[src/rtl/mips_ctrl_pkg.sv]
// Shared opcodes, ALU-control codes, FSM state encodings and the control-vector layout
// for the multicycle MIPS main controller.
package mips_ctrl_pkg;

  localparam logic [5:0] OP_RTYPE = 6'b000000;
  localparam logic [5:0] OP_LW    = 6'b100011;
  localparam logic [5:0] OP_SW    = 6'b101011;
  localparam logic [5:0] OP_BEQ   = 6'b000100;
  localparam logic [5:0] OP_J     = 6'b000010;
  localparam logic [5:0] OP_ORI   = 6'b001101;
  localparam logic [5:0] OP_BNEAL = 6'b010110;

  localparam logic [1:0] ALUOP_ADD   = 2'b00;
  localparam logic [1:0] ALUOP_SUB   = 2'b01;
  localparam logic [1:0] ALUOP_FUNCT = 2'b10;

  localparam logic [1:0] SRCB_RT     = 2'b00;
  localparam logic [1:0] SRCB_FOUR   = 2'b01;
  localparam logic [1:0] SRCB_IMM    = 2'b10;
  localparam logic [1:0] SRCB_BRANCH = 2'b11;

  localparam logic [1:0] PCSRC_ALU    = 2'b00;
  localparam logic [1:0] PCSRC_ALUOUT = 2'b01;
  localparam logic [1:0] PCSRC_JUMP   = 2'b10;

  typedef enum logic [3:0] {
    StIdle    = 4'd0,
    StFetch   = 4'd1,
    StDecode  = 4'd2,
    StMemAdr  = 4'd3,
    StMemRd   = 4'd4,
    StMemWb   = 4'd5,
    StMemWr   = 4'd6,
    StREx     = 4'd7,
    StRWb     = 4'd8,
    StOriEx   = 4'd9,
    StOriWb   = 4'd10,
    StBeqEx   = 4'd11,
    StBnealEx = 4'd12,
    StJump    = 4'd13
  } ctrl_state_e;

  typedef struct packed {
    logic       pcwrite;
    logic       pcwritecond;
    logic       pcwritecond_ne;
    logic       iord;
    logic       memread;
    logic       memwrite;
    logic       irwrite;
    logic       memtoreg;
    logic       link;
    logic       regdst;
    logic       regwrite;
    logic       alusrca;
    logic [1:0] alusrcb;
    logic [1:0] pcsource;
    logic [1:0] aluop;
    logic       ori_id;
    logic       bneal_id;
  } ctrl_vec_t;

  localparam int unsigned CtrlW = $bits(ctrl_vec_t);

  function automatic logic is_known_op(logic [5:0] op);
    return op inside {OP_RTYPE, OP_LW, OP_SW, OP_BEQ, OP_J, OP_ORI, OP_BNEAL};
  endfunction

endpackage

[src/rtl/mips_ctrl_decode.sv]
// Pure state -> control-vector lookup for the MIPS main controller.
// With MIPSCTL_MEMWAIT_EN defined, FETCH's PC/IR loads are qualified by mem_ready.
module mips_ctrl_decode
  import mips_ctrl_pkg::*;
(
  input  logic [3:0]       state_i,
  input  logic             mem_ready_i,
  output logic [CtrlW-1:0] ctrl_o
);

  ctrl_vec_t c;
  logic      fetch_go;

`ifdef MIPSCTL_MEMWAIT_EN
  assign fetch_go = mem_ready_i;
`else
  logic unused_mem_ready;
  assign unused_mem_ready = mem_ready_i;
  assign fetch_go         = 1'b1;
`endif

  always_comb begin
    c = '0;
    unique case (ctrl_state_e'(state_i))
      StFetch: begin
        c.memread = 1'b1;
        c.irwrite = fetch_go;
        c.pcwrite = fetch_go;
        c.alusrcb = SRCB_FOUR;
      end
      StDecode: c.alusrcb = SRCB_BRANCH;
      StMemAdr: begin
        c.alusrca = 1'b1;
        c.alusrcb = SRCB_IMM;
        c.aluop   = ALUOP_ADD;
      end
      StMemRd: begin
        c.memread = 1'b1;
        c.iord    = 1'b1;
      end
      StMemWb: begin
        c.regwrite = 1'b1;
        c.memtoreg = 1'b1;
      end
      StMemWr: begin
        c.memwrite = 1'b1;
        c.iord     = 1'b1;
      end
      StREx: begin
        c.alusrca = 1'b1;
        c.alusrcb = SRCB_RT;
        c.aluop   = ALUOP_FUNCT;
      end
      StRWb: begin
        c.regwrite = 1'b1;
        c.regdst   = 1'b1;
      end
      StOriEx: begin
        c.alusrca = 1'b1;
        c.alusrcb = SRCB_IMM;
        c.aluop   = ALUOP_ADD;
        c.ori_id  = 1'b1;
      end
      StOriWb: c.regwrite = 1'b1;
      StBeqEx: begin
        c.alusrca     = 1'b1;
        c.aluop       = ALUOP_SUB;
        c.pcwritecond = 1'b1;
        c.pcsource    = PCSRC_ALUOUT;
      end
      // Link writes PC (already PC+4) on the same edge the branch may reload it.
      StBnealEx: begin
        c.alusrca        = 1'b1;
        c.aluop          = ALUOP_ADD;
        c.bneal_id       = 1'b1;
        c.pcwritecond_ne = 1'b1;
        c.pcsource       = PCSRC_ALUOUT;
        c.regwrite       = 1'b1;
        c.link           = 1'b1;
      end
      StJump: begin
        c.pcwrite  = 1'b1;
        c.pcsource = PCSRC_JUMP;
      end
      default: c = '0;
    endcase
  end

  assign ctrl_o = c;

endmodule

[src/rtl/mips_main_control.sv]
// Multicycle MIPS main-control FSM: state register, opcode dispatch and output unpacking.
// Optional MIPSCTL_MEMWAIT_EN makes FETCH/MEMRD/MEMWR wait for mem_ready.
module mips_main_control
  import mips_ctrl_pkg::*;
#(
  parameter int unsigned OPW    = 6,
  parameter int unsigned STATEW = 4
) (
  input  logic              clk,
  input  logic              reset,
  input  logic [OPW-1:0]    opcode,
  input  logic              zero,
  input  logic              mem_ready,
  output logic              pcwrite,
  output logic              pcwritecond,
  output logic              pcwritecond_ne,
  output logic              iord,
  output logic              memread,
  output logic              memwrite,
  output logic              irwrite,
  output logic              memtoreg,
  output logic              link,
  output logic              regdst,
  output logic              regwrite,
  output logic              alusrca,
  output logic [1:0]        alusrcb,
  output logic [1:0]        pcsource,
  output logic              aluop1,
  output logic              aluop0,
  output logic              ori_identifier,
  output logic              bneal_identifier,
  output logic              illegal_op,
  output logic [STATEW-1:0] state_dbg
);

  ctrl_state_e      state_q, state_d;
  logic             op_sw_q, op_sw_d;
  logic             mem_go;
  logic [CtrlW-1:0] ctrl_bits;
  ctrl_vec_t        ctrl;

  // The branch decision is made in the datapath from pcwritecond/_ne and zero.
  logic unused_zero;
  assign unused_zero = zero;

`ifdef MIPSCTL_MEMWAIT_EN
  assign mem_go = mem_ready;
`else
  assign mem_go = 1'b1;
`endif

  always_comb begin
    state_d = state_q;
    op_sw_d = op_sw_q;
    case (state_q)
      StIdle:  state_d = StFetch;
      StFetch: if (mem_go) state_d = StDecode;
      StDecode: begin
        // Opcode is only sampled here; remember lw vs sw for MEMADR.
        op_sw_d = (opcode == OP_SW);
        case (opcode)
          OP_LW, OP_SW: state_d = StMemAdr;
          OP_RTYPE:     state_d = StREx;
          OP_BEQ:       state_d = StBeqEx;
          OP_J:         state_d = StJump;
          OP_ORI:       state_d = StOriEx;
          OP_BNEAL:     state_d = StBnealEx;
          default:      state_d = StFetch;
        endcase
      end
      StMemAdr:  state_d = op_sw_q ? StMemWr : StMemRd;
      StMemRd:   if (mem_go) state_d = StMemWb;
      StMemWb:   state_d = StFetch;
      StMemWr:   if (mem_go) state_d = StFetch;
      StREx:     state_d = StRWb;
      StRWb:     state_d = StFetch;
      StOriEx:   state_d = StOriWb;
      StOriWb:   state_d = StFetch;
      StBeqEx:   state_d = StFetch;
      StBnealEx: state_d = StFetch;
      StJump:    state_d = StFetch;
      default:   state_d = StFetch;
    endcase
  end

  always_ff @(posedge clk or posedge reset) begin
    if (reset) begin
      state_q <= StIdle;
      op_sw_q <= 1'b0;
    end else begin
      state_q <= state_d;
      op_sw_q <= op_sw_d;
    end
  end

  mips_ctrl_decode u_decode (
    .state_i     (state_q),
    .mem_ready_i (mem_ready),
    .ctrl_o      (ctrl_bits)
  );

  assign ctrl             = ctrl_vec_t'(ctrl_bits);
  assign pcwrite          = ctrl.pcwrite;
  assign pcwritecond      = ctrl.pcwritecond;
  assign pcwritecond_ne   = ctrl.pcwritecond_ne;
  assign iord             = ctrl.iord;
  assign memread          = ctrl.memread;
  assign memwrite         = ctrl.memwrite;
  assign irwrite          = ctrl.irwrite;
  assign memtoreg         = ctrl.memtoreg;
  assign link             = ctrl.link;
  assign regdst           = ctrl.regdst;
  assign regwrite         = ctrl.regwrite;
  assign alusrca          = ctrl.alusrca;
  assign alusrcb          = ctrl.alusrcb;
  assign pcsource         = ctrl.pcsource;
  assign aluop1           = ctrl.aluop[1];
  assign aluop0           = ctrl.aluop[0];
  assign ori_identifier   = ctrl.ori_id;
  assign bneal_identifier = ctrl.bneal_id;
  assign illegal_op       = (state_q == StDecode) && !is_known_op(opcode);
  assign state_dbg        = STATEW'(state_q);

endmodule
[config.mk]
export PLATFORM = sky130hd
export DESIGN_NAME = mips_main_control
export DESIGN_NICKNAME = d
export VERILOG_FILES = /design/src/rtl/mips_ctrl_pkg.sv /design/src/rtl/mips_ctrl_decode.sv /design/src/rtl/mips_main_control.sv
export SDC_FILE = /design/constraint.sdc
export NUM_CORES = 1
export LEC_CHECK = 0
export ABC_CLOCK_PERIOD_IN_PS = 2000
export BUFFER_PORTS_ARGS = -buffer_cell sky130_fd_sc_hd__buf_2
export CORE_MARGIN = 4
export CORE_UTILIZATION = 44
export CTS_CLUSTER_SIZE = 12
export DETAILED_ROUTE_END_ITERATION = 8
export PLACE_DENSITY = 0.75
export RECOVER_POWER = 50
export SLEW_MARGIN = 20
export SYNTH_ARGS = -nofsm -noshare
export SYNTH_HDL_FRONTEND = slang
export SYNTH_SLANG_ARGS = --single-unit
[constraint.sdc]
create_clock -name clk -period 2 [get_ports clk]
set_input_delay 0.5 -clock clk [delete_from_list [all_inputs] [get_ports clk]]
set_output_delay 0.5 -clock clk [all_outputs]
set_load 0.02 [all_outputs]
==> impl_metrics.toml <==
[outcome]
status = "complete, no violations"

[global_routing]
grt_pass1_wl_um = 2615
top_usage_layer = "met2"
gr-total-overflow = 0
met3_usage = 0.01533
grt_antenna_before_repair = 0
grt_start_max_net_pins = 13
grt_util_met1 = 0.2269
grt_util_all_layers = 0.1637
use_met2 = 0.2602
grt_pass1_vias = 613

[clock_tree]
path_clk_slew_ns = 0.04
tritoncts = "built"
cts_sinks = 5
cts_max_path_buffers = 2
cts_root_buffer = "clkbuf_4"
cts-hold-fix-buffers = 0
cts_buffers = 3
htreeDepth = 1
clock_latency_ns = 0.24

[floorplan]
rows = 13
start_util = 0.4853
io_pins = 35
core_sq_mm = 0.001366
die_w_um = 46.82
fp.dieH_um = 46.82
die-area_sq_mm = 0.002192

[power_and_ir_drop]
p_seq_frac = 0.155
p_leak_nw = 0.4512
p_sw_w = 0.0006405
p_per_area_mw_per_mm2 = 1370
ir_drop_mv = 0.9065
swShare = 0.5076
comb_power_share = 0.756
power.total_w = 0.001262
clkPwrFrac = 0.089
intPower_w = 0.0006213

[timing]
max_freq_ghz = 0.5058
fin_crit_sh = 0.9886
period_needed_ns = 1.977
rsz0062_at_grt = "yes"
setup_viol = 0
slew_headroom = 0.8214
clock-skew-final_ns = 0.003025
tightest_slew_ns = 0.2642
report.final.slew_viol_count = 0
hold_viol_final = 0

[drt]
finalWirelength_um = 1782
wire_per_inst_um = 12.46
dr.pass1.iters = 4
via_count = 778
viasPerCell = 5.441
drt_iter0_drc = 26
drc = 0
ant_nets = 0

[layout]
final_core_util = 0.6740
n_antenna_cell = 0
layout.nets = 139
final_area_sq_um = 920.9
area_growth_pct = 38.87
multiInputGateArea_sq_um = 442.9
seq_area_sq_um = 128.9
nFillCells = 115
drive_above_1_share = 0.5000

[critical_path]
cp-start-kind = "primary input"
endpoint_kind = "output port"
crit_fanout = 6
crit_arrival_ns = 1.48
cp_data_required_time_ns = 1.50
crit_type = "in -> out"

[logic_synthesis]
synthDistinctLibCells = 31
ys_seq_area_frac = 0.1887
syn_inst = 88
yosysWarnings = 0
synth_area_per_cell_sq_um = 7.536
syn_nets = 98
syn_area_sq_um = 663.1
ys_seq_elements = 5

[place]
io_buffer_count = 32
place_hpwl_um = 1355
placed_area_sq_um = 842.1
gp_congestion = 0.8030

[worst_hold_path]
hold_path_class = "in -> async"

[job]
cap_violations = 0
## layout make-up
cell class,instances,area share
clock buffers,4,0.02853
inverters,4,0.01630
repair buffers,49,0.3139
flip-flops and latches,5,0.1399
multi-input cells,66,0.4810
well taps,15,0.02038
## repair_timing
item	CTS	global route
setup buffers	0	4
resized for setup	5	5
pin swaps	0	0
endpoints found under the setup margin	3	5
## stage by stage
step | instances | TNS (ns) | setup slack [ns] | hold slack (ns)
floorplan | 88 | 0 | 0.02874 | 0.2785
global placement | 135 | 0 | 0.05025 | 0.3904
detailed placement | 135 | 0 | 0.03770 | 0.3953
CTS | 139 | 0 | 0.002094 | 0.1373
global route | 143 | -0.09593 | -0.05318 | 0.1409
finish | 143 | 0 | 0.02277 | 0.1418
## cells in the mapped netlist, drive strengths merged
library cell,number,area (sq um)
o22ai,2,12.51
nand4b,1,8.760
o21ai,4,20.02
o311a,1,11.26
o31ai,2,15.01
nand3b,4,30.03
nor4b,2,17.52
a211oi,2,15.01
buf,9,90.08
mux2i,1,10.01
or4,1,11.26
xnor2,1,8.760
nand2,4,15.01
inv,4,15.01
a21oi,5,25.02
dfrtp,5,125.1
o32a,1,10.01
nor3b,1,7.510
clkbuf,4,17.52
nor2,11,41.29
or2,1,6.260
and2,1,6.260
a2111oi,1,27.53
nor4,2,12.51
xor2,1,8.760
nand3,1,5.000
nor3,8,40.04
or3,2,12.51
nand2b,6,37.54
## layer usage
metal	wire length (um)	part of all wire	vias to the layer above
met4	17	0.0095	0
met1	792	0.44	359
li1	-	-	391
met5	0	0	-
met2	841	0.47	26
met3	131	0.074	2
## critical path, stage by stage
cell,delay (ns)
buf_2,0.14
nand2_1,0.08
o311a_2,0.33
nor3_1,0.22
nor3_2,0.06
buf_4,0.15
## power by group through the flow
| stage | logic (W) | registers (W) | clock network, W |
|---|---|---|---|
| floorplan | 0.000608 | 0.000211 | 0 |
| global placement | 0.000841 | 0.000197 | 0 |
| detailed placement | 0.000854 | 0.000201 | 0 |
| CTS | 0.000866 | 0.000207 | 0.000118 |
| global route | 0.00104 | 0.000203 | 0.000128 |
| finish | 0.000954 | 0.000196 | 0.000112 |
## final timing paths
kind                         startpoint           end  slack, ns  cells after the start
hold reg to reg                 op_sw_q       op_sw_q       0.48                      2
min in group clk                op_sw_q       op_sw_q       0.48                      2
setup reg to reg           state_dbg[2]  state_dbg[3]       0.71                      6
hold / removal                    reset  state_dbg[3]       0.14                      2
setup / recovery              opcode[3]    illegal_op       0.02                      6
max in group asynchronous         reset  state_dbg[1]       1.68                      2
## kinds of logic (layout without fill, tap and decap cells)
| logic type | Yosys count | after routing | share of synthesized area |
|---|---|---|---|
| simple gates | 45 | 45 | 0.3793 |
| compound gates | 18 | 18 | 0.2056 |
| buf+inv | 17 | 57 | 0.1849 |
| flops | 5 | 5 | 0.1887 |
| xor+xnor | 2 | 2 | 0.02642 |
| mux | 1 | 1 | 0.01509 |
## layout by cell type, fill, tap and decap left out, types with 3 or more instances in the layout
cell and instances:
o21ai_0 4, nor2_1 11, buf_4 18, dfrtp_2 3, nand2_1 4, clkbuf_4 3, nand3b_1 4, nor3_1 6
nand2b_1 3, inv_1 4, a21oi_1 5, buf_2 30
## sequential cells by signal, indices dropped and copies added, names as in the netlist
name	cells
op_sw_q	1
state_dbg	4
(Power assumes the default switching activity.)
